--- src/rtl/llc_pkg.sv ---
// Constants shared with the LLC, a line-address helper and the read-arbiter state encoding.
package llc_pkg;

    localparam int unsigned ADDR_W     = 64;
    localparam int unsigned LINE_BYTES = 64;
    localparam int unsigned OFFSET_W   = $clog2(LINE_BYTES);
    localparam int unsigned DATA_W     = LINE_BYTES * 8;

    function automatic logic [ADDR_W-1:0] line_addr(input logic [ADDR_W-1:0] addr);
        return {addr[ADDR_W-1:OFFSET_W], {OFFSET_W{1'b0}}};
    endfunction

    typedef enum logic [1:0] {IDLE, ISSUE, RESP} arb_state_e;

endpackage

--- src/rtl/llc_read_arbiter_rr_priority_pick.sv ---
// Round-robin first-set search: returns the first set bit of req at or above start, wrapping.
module rr_priority_pick #(
    parameter int unsigned NUM_REQ = 3,
    parameter int unsigned IDX_W   = $clog2(NUM_REQ)
) (
    input  logic [NUM_REQ-1:0] req,
    input  logic [IDX_W-1:0]   start,
    output logic [IDX_W-1:0]   idx,
    output logic               found
);

    logic [IDX_W:0] pos;

    always_comb begin
        idx   = '0;
        found = 1'b0;
        pos   = '0;
        for (int k = 0; k < NUM_REQ; k++) begin
            pos = {1'b0, start} + (IDX_W + 1)'(k);
            if (pos >= (IDX_W + 1)'(NUM_REQ)) begin
                pos = pos - (IDX_W + 1)'(NUM_REQ);
            end
            if (!found && req[pos[IDX_W-1:0]]) begin
                found = 1'b1;
                idx   = pos[IDX_W-1:0];
            end
        end
    end

endmodule

--- src/rtl/llc_read_arbiter.sv ---
// Round-robin arbiter sharing the LLC secondary read port; hit lines are returned to the
// winner and to every pending requester of the same line in a single response pulse.
module llc_read_arbiter #(
    parameter int unsigned NUM_REQ    = 3,
    parameter int unsigned ADDR_W     = llc_pkg::ADDR_W,
    parameter int unsigned LINE_BYTES = llc_pkg::LINE_BYTES,
    parameter int unsigned DATA_W     = LINE_BYTES * 8,
    parameter int unsigned TIMEOUT    = 4096
) (
    input  logic                      clk,
    input  logic                      reset,
    input  logic [NUM_REQ-1:0]        req_valid,
    input  logic [NUM_REQ*ADDR_W-1:0] req_addr,
    output logic [NUM_REQ-1:0]        rsp_valid,
    output logic [DATA_W-1:0]         rsp_data,
    output logic [ADDR_W-1:0]         llc_r_addr,
    output logic                      llc_r_addr_valid,
    input  logic [DATA_W-1:0]         llc_r_data,
    input  logic                      llc_r_data_valid,
    output logic                      timeout_err,
    output logic                      busy
);

    import llc_pkg::*;

    localparam int unsigned IDX_W = $clog2(NUM_REQ);
    localparam int unsigned CNT_W = $clog2(TIMEOUT) + 1;
    localparam logic [ADDR_W-1:0] LINE_MASK = ~ADDR_W'(LINE_BYTES - 1);
    localparam logic [CNT_W-1:0]  CNT_LAST  = CNT_W'(TIMEOUT - 1);

    arb_state_e          state_q;
    logic [IDX_W-1:0]    rr_ptr_q;
    logic [IDX_W-1:0]    grant_idx_q;
    logic [CNT_W-1:0]    wait_cnt_q;
    logic [NUM_REQ-1:0]  rsp_valid_q;
    logic [DATA_W-1:0]   rsp_data_q;
    logic [ADDR_W-1:0]   llc_r_addr_q;
    logic                llc_r_addr_valid_q;
    logic                timeout_err_q;
    logic                busy_q;

    logic [IDX_W-1:0]    pick_idx;
    logic                pick_found;
    logic [ADDR_W-1:0]   pick_addr;
    logic [NUM_REQ-1:0]  serve_mask;

    rr_priority_pick #(
        .NUM_REQ (NUM_REQ),
        .IDX_W   (IDX_W)
    ) u_pick (
        .req   (req_valid),
        .start (rr_ptr_q),
        .idx   (pick_idx),
        .found (pick_found)
    );

    assign pick_addr = req_addr[pick_idx * ADDR_W +: ADDR_W];

    // Coalesce: everyone still waiting on the granted line is served by the same hit.
    always_comb begin
        serve_mask = '0;
        for (int j = 0; j < NUM_REQ; j++) begin
            if (req_valid[j] && ((req_addr[j * ADDR_W +: ADDR_W] & LINE_MASK) == llc_r_addr_q)) begin
                serve_mask[j] = 1'b1;
            end
        end
        serve_mask[grant_idx_q] = 1'b1;
    end

    always_ff @(posedge clk) begin
        if (reset) begin
            state_q            <= IDLE;
            rr_ptr_q           <= '0;
            grant_idx_q        <= '0;
            wait_cnt_q         <= '0;
            rsp_valid_q        <= '0;
            rsp_data_q         <= '0;
            llc_r_addr_q       <= '0;
            llc_r_addr_valid_q <= 1'b0;
            timeout_err_q      <= 1'b0;
            busy_q             <= 1'b0;
        end else begin
            case (state_q)
                IDLE: begin
                    if (pick_found) begin
                        grant_idx_q        <= pick_idx;
                        llc_r_addr_q       <= pick_addr & LINE_MASK;
                        llc_r_addr_valid_q <= 1'b1;
                        busy_q             <= 1'b1;
                        wait_cnt_q         <= '0;
                        rr_ptr_q           <= (pick_idx == IDX_W'(NUM_REQ - 1)) ? '0
                                                                               : pick_idx + 1'b1;
                        state_q            <= ISSUE;
                    end
                end
                ISSUE: begin
                    if (llc_r_data_valid) begin
                        rsp_data_q         <= llc_r_data;
                        rsp_valid_q        <= serve_mask;
                        llc_r_addr_valid_q <= 1'b0;
                        state_q            <= RESP;
                    end else if (wait_cnt_q == CNT_LAST) begin
                        timeout_err_q <= 1'b1;
                    end
                    // Saturate so a hung grant never wraps the counter.
                    if (wait_cnt_q != CNT_LAST) begin
                        wait_cnt_q <= wait_cnt_q + 1'b1;
                    end
                end
                RESP: begin
                    rsp_valid_q <= '0;
                    wait_cnt_q  <= '0;
                    busy_q      <= 1'b0;
                    state_q     <= IDLE;
                end
                default: state_q <= IDLE;
            endcase
        end
    end

    assign rsp_valid        = rsp_valid_q;
    assign rsp_data         = rsp_data_q;
    assign llc_r_addr       = llc_r_addr_q;
    assign llc_r_addr_valid = llc_r_addr_valid_q;
    assign timeout_err      = timeout_err_q;
    assign busy             = busy_q;

endmodule

--- config.mk ---
export PLATFORM = sky130hd
export DESIGN_NAME = llc_read_arbiter
export DESIGN_NICKNAME = d
export VERILOG_FILES = /design/src/rtl/llc_pkg.sv /design/src/rtl/llc_read_arbiter_rr_priority_pick.sv /design/src/rtl/llc_read_arbiter.sv
export SDC_FILE = /design/constraint.sdc
export NUM_CORES = 1
export LEC_CHECK = 0
export CELL_PAD_IN_SITES_DETAIL_PLACEMENT = 0
export CELL_PAD_IN_SITES_GLOBAL_PLACEMENT = 1
export CORE_AREA = 3 3 504 506
export DETAILED_ROUTE_END_ITERATION = 8
export DIE_AREA = 0 0 507 509
export GPL_TIMING_DRIVEN = 0
export MAX_ROUTING_LAYER = met4
export PLACE_DENSITY_LB_ADDON = 0.1
export SLEW_MARGIN = 20
export SYNTH_ARGS = -nofsm -noshare
export SYNTH_HDL_FRONTEND = slang
export SYNTH_SLANG_ARGS = --single-unit
--- constraint.sdc ---
create_clock -name clk -period 6.7 [get_ports clk]
set_clock_uncertainty 0.05 [all_clocks]
set_input_delay 1.34 -clock clk [delete_from_list [all_inputs] [get_ports clk]]
set_output_delay 1.34 -clock clk [all_outputs]
set_load 0.02 [all_outputs]
==> impl_results.md, run 1 <==
* Post-Synthesis Cells at 3004
* Die W at 507 um
* WP data required at 7260 ps
* Min-Delay Startpoint: rsp_data[412]
* Die H at 509 um
* Syn_area_per_cell at 7.82 sq um
* Area grow syn2layout at 85.8%
* Synth Area in XOR/XNOR at 4.32%
* Final worst path period share at 59.5%
* Clk root buf: clkbuf_16
* Worst slew pin tran at 943 ps
* Distinct cell type count after synthesis at 56
* Remaining DRCs at 0
* CP Launch Type: input pin
* Fin nets at 5087
* Slew HR at 36.7%
* Max Cap Violations at 0
* PostCTS Resize Cnt at 0
* Synth Area in Adders at 0.208%
* Worst Setup SP: req_valid[0]
* Dominant cells by area after synthesis: dfxtp_1 (51%), nand2_1 (18%), a21oi_1 (11%)
* Fillers at 28600
* R2R Path Start: rr_ptr_q[0]
* Worst-case clock buffer depth at 3
* # Post-CTS Setup Buffers at 0
* Worst-Skew Late Latency at 710 ps
* Crit path kind: input pin to flop
* Critical Path Fanout Max at 10
* CTS clock-pin slew for the worst setup and hold paths at 60 ps
* Mux contribution to synthesized area at 0.0852%
* Register area at 0.0119 sq mm
* Fin area at 0.0436 sq mm
* CP endpoint kind: flop
* Vias per cell at 3.43
* Post-synthesis cell area at 0.0235 sq mm
* Initial Util at 9.38%
* Critical Path AT at 4540 ps
* Clock sink total at 595
* Setup violators final at 0
* Vias at 26900
* Top-Level Pins at 1292
* Wire per inst at 25.9 um
* Tot GR Track Use at 15.6%
* Synth area leader: dfxtp_1
* Simple-gate share of the synthesized area at 22.0%
* Sum Neg Setup Slack at 0 ps
* Fin worst setup slack at 2710 ps
* Peak VDD IR at 190 uV
* Synth async-reset ratio at 0%
* WHS at 402 ps
* First-pass GRT wire length at 266000 um
* # rows at 184
* Vias in the first global route at 27800
* Final count of hold timing violations at 0
* Share of cells above drive strength 1 at 4.21%
* Fin crit period at 3990 ps
* Largest family of logic cells by synthesized area: simple AND/OR/NAND/NOR gates
* I/O Buffers at 1266
* Post-DP Area at 0.0405 sq mm
* Final slew viol count at 0
* Antenna viol nets, final at 0
* Top FF cell, synth: dfxtp_1
* Yosys warns at 0
* Post-detail-place hpwl at 168000 um
* Core box area at 0.250 sq mm
* Multi-input gate area at 0.0105 sq mm
* Detailed Route Iter0 Violations at 1395
* Count leader, synth: nand2_1
* HP Class: flop to flop
* #FFs+latches synth at 595
* Initial antenna violation count at 91
* Cts hold-fix bufs at 0
* First-pass DRT Iterations at 7
* Sequential-to-total area share from yosys stat at 50.7%
* Cts bufs inserted at 92
* Post-synthesis compound-gate area fraction at 18.1%
* Post-synth top area share at 50.7%
* Pin count of the biggest net entering global routing at 16
* Status: completed
* CTS tree: built
* Top cells by count, synth: nand2_1 (1102), dfxtp_1 (595), a21oi_1 (524)
* Power Total at 14400 uW
* H-tree levels at 3
* Drt total wl at 203000 um
* Unrepaired setup endpoints after global routing: false
* Fmax at 0.251 GHz
* Static leakage at 0.0143 uW
* EDFF count, synth at 0
* Pre-CTS setup slack at 1860 ps
* PD cells at 329 mW/mm^2
* Final Wtd Congestion at 0.824
* Gr ovfl total at 0
* DIE AREA at 0.258 sq mm
==> routing by layer <==
| metal | up-vias | share of wire [%] | global-route usage (%) |
|---|---|---|---|
| li1 | 12900 | - | - |
| met5 | - | 0 | - |
| met2 | 1045 | 49 | 26.6 |
| met3 | 209 | 8.5 | 6.09 |
| met4 | 0 | 2.0 | 3.04 |
| met1 | 12800 | 40 | 17.1 |
==> state kept, by name, summed over array words and instances, names as in the netlist <==
signal and count:
rsp_data 512, wait_cnt_q 13, timeout_err 1, llc_r_addr 58, llc_r_addr_valid 1, busy 1, rr_ptr_q 2, grant_idx_q 2
rsp_valid 3, state_q 2
==> worst max-delay path, cell delays in order <==
cell	delay (ps)
clkdlybuf4s50_1	560
or3b_2	270
o31ai_1	80
nor2_1	630
clkbuf_1	600
clkbuf_1	580
a22oi_1	170
a311oi_1	300
==> where the power goes <==
group | internal, uW | leakage (uW) | switching, uW
combinational | 1860 | 0.00803 | 2990
sequential | 4000 | 0.00485 | 558
clock | 2880 | 0.00145 | 2070
==> through the flow <==
step / util, % / std cells
floorplan: - / 3009
global placement: 16.1 / 7623
detailed placement: 16.2 / 7627
CTS: 17.4 / 7785
global route: 17.4 / 7842
finish: 17.4 / 7849
==> cell families after synthesis <==
logic type / count (synthesis)
AND/OR/NAND/NOR: 1295
AO/OA/AOI/OAI: 724
flip-flops: 595
buffers and inverters: 267
XOR/XNOR: 116
adder cells (fa/ha/maj): 4
multiplexers: 2
other: 1
==> placed cells by master, fill, tap and decap left out, types with 6 or more instances in the layout <==
cell	n
nand4_1	25
buf_2	24
nor2_1	72
a2111o_1	9
clkdlybuf4s50_1	1266
nand2_1	1102
clkbuf_2	13
nand3_1	14
o2bb2ai_1	7
o21ai_0	6
xor2_1	41
buf_4	8
xnor2_1	75
o2111ai_1	13
clkinv_2	8
o22ai_1	15
nor4_1	21
clkbuf_16	92
a21oi_1	524
a22oi_1	59
inv_1	45
dfxtp_1	595
conb_1	6
clkbuf_1	205
nand2b_1	20
clkbuf_8	17
diode_2	63
nor2b_1	15
a22o_1	7
a311oi_1	58
==> area by class of cell <==
cell class,instances,share of cell area [%]
diodes,63,0.361
plain buffers,222,2.10
clock buffers,138,6.06
clock inverters,20,0.771
inverters,45,0.387
multi-input cells,2147,24.1
flip-flops and latches,595,27.3
well taps,3348,9.60
repair buffers,1271,29.3
==> worst paths after layout <==
kind	end	slack, ps	depth (start not counted)
min	rsp_data[412]	400	2
max	llc_r_addr[54]	2710	8
min reg2reg	rsp_data[412]	400	2
max reg2reg	llc_r_addr[54]	3190	9
Power figures use the tool's default switching activity.
==> inputs of run 2 (changes only) <==
--- a/config.mk
+++ b/config.mk
@@ -7,9 +7,9 @@
 export LEC_CHECK = 0
 export CELL_PAD_IN_SITES_DETAIL_PLACEMENT = 0
 export CELL_PAD_IN_SITES_GLOBAL_PLACEMENT = 1
-export CORE_AREA = 3 3 504 506
+export CORE_AREA = 3 3 507 509
 export DETAILED_ROUTE_END_ITERATION = 8
-export DIE_AREA = 0 0 507 509
+export DIE_AREA = 0 0 510 512
 export GPL_TIMING_DRIVEN = 0
 export MAX_ROUTING_LAYER = met4
 export PLACE_DENSITY_LB_ADDON = 0.1
==> constraint.sdc (replaced) <==
create_clock -name clk -period 3.6 [get_ports clk]
set_clock_uncertainty 0.05 [all_clocks]
set_input_delay 0.72 -clock clk [delete_from_list [all_inputs] [get_ports clk]]
set_output_delay 0.72 -clock clk [all_outputs]
set_load 0.02 [all_outputs]
==> run 2 against run 1 <==
Net effect: clock power rose by 85%; die area is 1.2% higher; highest routed layer unchanged; global-route usage hardly changed; flip-flop and latch count did not move; critical path depth grew 1; sequential power grew 87%; final area decreased by 0.15%; largest cell class unchanged; hold slack worse by 1.0 ps.
==> impl_results.md, run 2 (synthesis gave the netlist of run 1 again) <==
* Remaining DRCs at 0 (unchanged)
* First-pass GRT wire length at 267000 um (was 266000 um)
* Clk root buf: clkbuf_16 (unchanged)
* Critical Path AT at 3960 ps (was 4540 ps)
* Area grow syn2layout at 85.5% (was 85.8%)
* Initial antenna violation count at 84 (was 91)
* Most frequent cells in the layout: clkdlybuf4s50_1 (1266), nand2_1 (1102), dfxtp_1 (595), a21oi_1 (524), clkbuf_1 (196) (was clkdlybuf4s50_1 (1266), nand2_1 (1102), dfxtp_1 (595), a21oi_1 (524), clkbuf_1 (205))
* Fin crit period at 3380 ps
* Antenna viol nets, final at 0 (unchanged)
* Setup slack, reg-to-reg at 220 ps (was 3190 ps)
* WP buf/inv at 3 (unchanged)
* Final slew viol count at 0 (unchanged)
* Critical Path Fanout Max at 10 (unchanged)
* Drt total wl at 206000 um (was 203000 um)
* Cts bufs inserted at 90 (was 92)
* # Post-CTS Setup Buffers at 0 (unchanged)
* Setup violators final at 0 (unchanged)
* WHS Endpoint: rsp_data[500] (was rsp_data[412])
* Unrepaired setup endpoints after global routing: false (unchanged)
* Clock sink total at 595 (unchanged)
* Slowest cell on the critical path: clkbuf_1 (was nor2_1)
* CTS clock-pin slew for the worst setup and hold paths at 60 ps (about the same)
* Post-detail-place hpwl at 170000 um (was 168000 um)
* Die H at 512 um (was 509 um)
* Fin nets at 5080 (was 5087)
* Internal cell power at 16100 uW (was 8740 uW)
* Initial Util at 9.27% (was 9.38%)
* Final count of hold timing violations at 0 (unchanged)
* PD cells at 613 mW/mm^2 (was 329 mW/mm^2)
* Pin count of the biggest net entering global routing at 20 (was 16)
* I/O Buffers at 1266 (unchanged)
* Comb pwr share at 33.9% (was 33.8%)
* Reg2reg end: llc_r_addr[58] (was llc_r_addr[54])
* Sw Pwr at 10600 uW (was 5610 uW)
* CP endpoint kind: flop (unchanged)
* CP Launch Type: flop (was input pin)
* Slew HR at 29.2% (was 36.7%)
* Crit path kind: flop to flop (was input pin to flop)
* Vias in the first global route at 27500 (was 27800)
* # rows at 185 (was 184)
* Max FFs per register at 512 (unchanged)
* Vias at 26800 (was 26900)
* Tot GR Track Use at 15.6% (about the same)
* Static leakage at 0.0143 uW (about the same)
* WHS at 401 ps (was 402 ps)
* Worst slew pin tran at 1060 ps (was 943 ps)
* HP Class: flop to flop (unchanged)
* Share of cells above drive strength 1 at 4.37% (was 4.21%)
* Vias per cell at 3.41 (was 3.43)
* Critical-path cell list: inv_1 > ha_1 > a21oi_1 > o21ai_0 > nor2_2 > clkbuf_1 > clkbuf_1 > a22oi_1 > a311oi_1 (was clkdlybuf4s50_1 > or3b_2 > o31ai_1 > nor2_1 > clkbuf_1 > clkbuf_1 > a22oi_1 > a311oi_1)
* Top-Level Pins at 1292 (unchanged)
* Status: completed (unchanged)
* Worst R2R Path Depth at 9 (unchanged)
* WP data required at 4180 ps (was 7260 ps)
* Max Cap Violations at 0 (unchanged)
* First-pass DRT Iterations at 5 (was 7)
* Hold Path Depth at 2 (unchanged)
* Final Core Density at 17.2% (was 17.4%)
* CTS tree: built (unchanged)
* DIE AREA at 0.261 sq mm (was 0.258 sq mm)
* Final Wtd Congestion at 0.813 (was 0.824)
* Min-Delay Startpoint: rsp_data[500] (was rsp_data[412])
* Die W at 510 um (was 507 um)
* Clk network pwr share at 34.3% (was 34.5%)
* CP dominant cell by count: clkbuf_1 (unchanged)
* H-tree levels at 3 (unchanged)
* Cts hold-fix bufs at 0 (unchanged)
* Switch share at 39.6% (was 39.1%)
* Core box area at 0.253 sq mm (was 0.250 sq mm)
* Top Family by Delay on Critical Path: buffers and inverters (unchanged)
* Peak VDD IR at 354 uV (was 190 uV)
* Gr ovfl total at 0 (unchanged)
* Wire per inst at 26.2 um (was 25.9 um)
* Commonest non-fill, non-tap cell in the layout: clkdlybuf4s50_1 (unchanged)
* Worst-case clock buffer depth at 3 (unchanged)
* Sequential fraction of design power at 31.8% (was 31.7%)
* Detailed Route Iter0 Violations at 1372 (was 1395)
* R2R Path Start: rr_ptr_q[0] (unchanged)
* Fmax at 0.296 GHz
* Final worst path period share at 93.9%
* Worst stage delay on the critical path at 580 ps (was 630 ps)
* Worst-Skew Late Latency at 730 ps (was 710 ps)
## run 2: worst min-delay path: stages, from the launching register on
cell     delay, ps
dfxtp_1        300
nand2_1         50
a21oi_1         50
## run 2: area by class of cell
class	count	area, sq um
Fill cell	28800	210000
Timing Repair Buffer	1268	12700
Sequential cell	595	11900
Multi-Input combinational cell	2147	10500
Tap cell	3366	4210
Clock buffer	133	2610
Buffer	220	913
Clock inverter	27	344
Inverter	45	169
Antenna cell	67	168
## run 2: power by group through the flow
| stage | sequential, uW | clock (uW) | combinational, uW |
|---|---|---|---|
| 2_1_floorplan | 9220 | 0 | 3070 |
| 3_3_place_gp | 8650 | 0 | 9290 |
| 3_5_place_dp | 8660 | 0 | 9260 |
| 4_1_cts | 8530 | 9680 | 9290 |
| 5_1_grt | 8620 | 9860 | 9740 |
| 6_report | 8510 | 9150 | 9050 |
## run 2: routing by layer
| layer | vias to the layer above | track usage, % | wire, um |
|---|---|---|---|
| met1 | 12600 | 17.2 | 82400 |
| met5 | - | - | 0 |
| li1 | 12900 | - | - |
| met2 | 1070 | 25.6 | 97900 |
| met4 | 0 | 5.00 | 6710 |
| met3 | 225 | 6.04 | 18900 |
## run 2: worst max-delay path by stage
stage                           from  cells after the start        endpoint  slack [ps]
CTS                      rr_ptr_q[0]                      9  llc_r_addr[54]          20
global placement    llc_r_data_valid                      7    rsp_data[64]       -1590
finish                   rr_ptr_q[0]                      9  llc_r_addr[58]         220
global route              state_q[0]                      7   rsp_data[119]          20
detailed placement  llc_r_data_valid                      7    rsp_data[65]        -970
floorplan                rr_ptr_q[0]                      9  wait_cnt_q[10]        1260
## run 2: through the flow
step	setup slack (ps)	instance area, sq um	cells	setup TNS, ps	total power (uW)
CTS	17.6	43400	7801	0	27500
global placement	-1590	40400	7641	-477550	17900
finish	221	43600	7868	0	26700
global route	19.3	43600	7859	0	28200
detailed placement	-973	40500	7643	-156450	17900
floorplan	1260	23500	3009	0	12300
## run 2: timing repair
action	CTS	global route
pin swaps	0	0
cloned	0	0
endpoints found under the setup margin	32	11
resized for setup	1	1
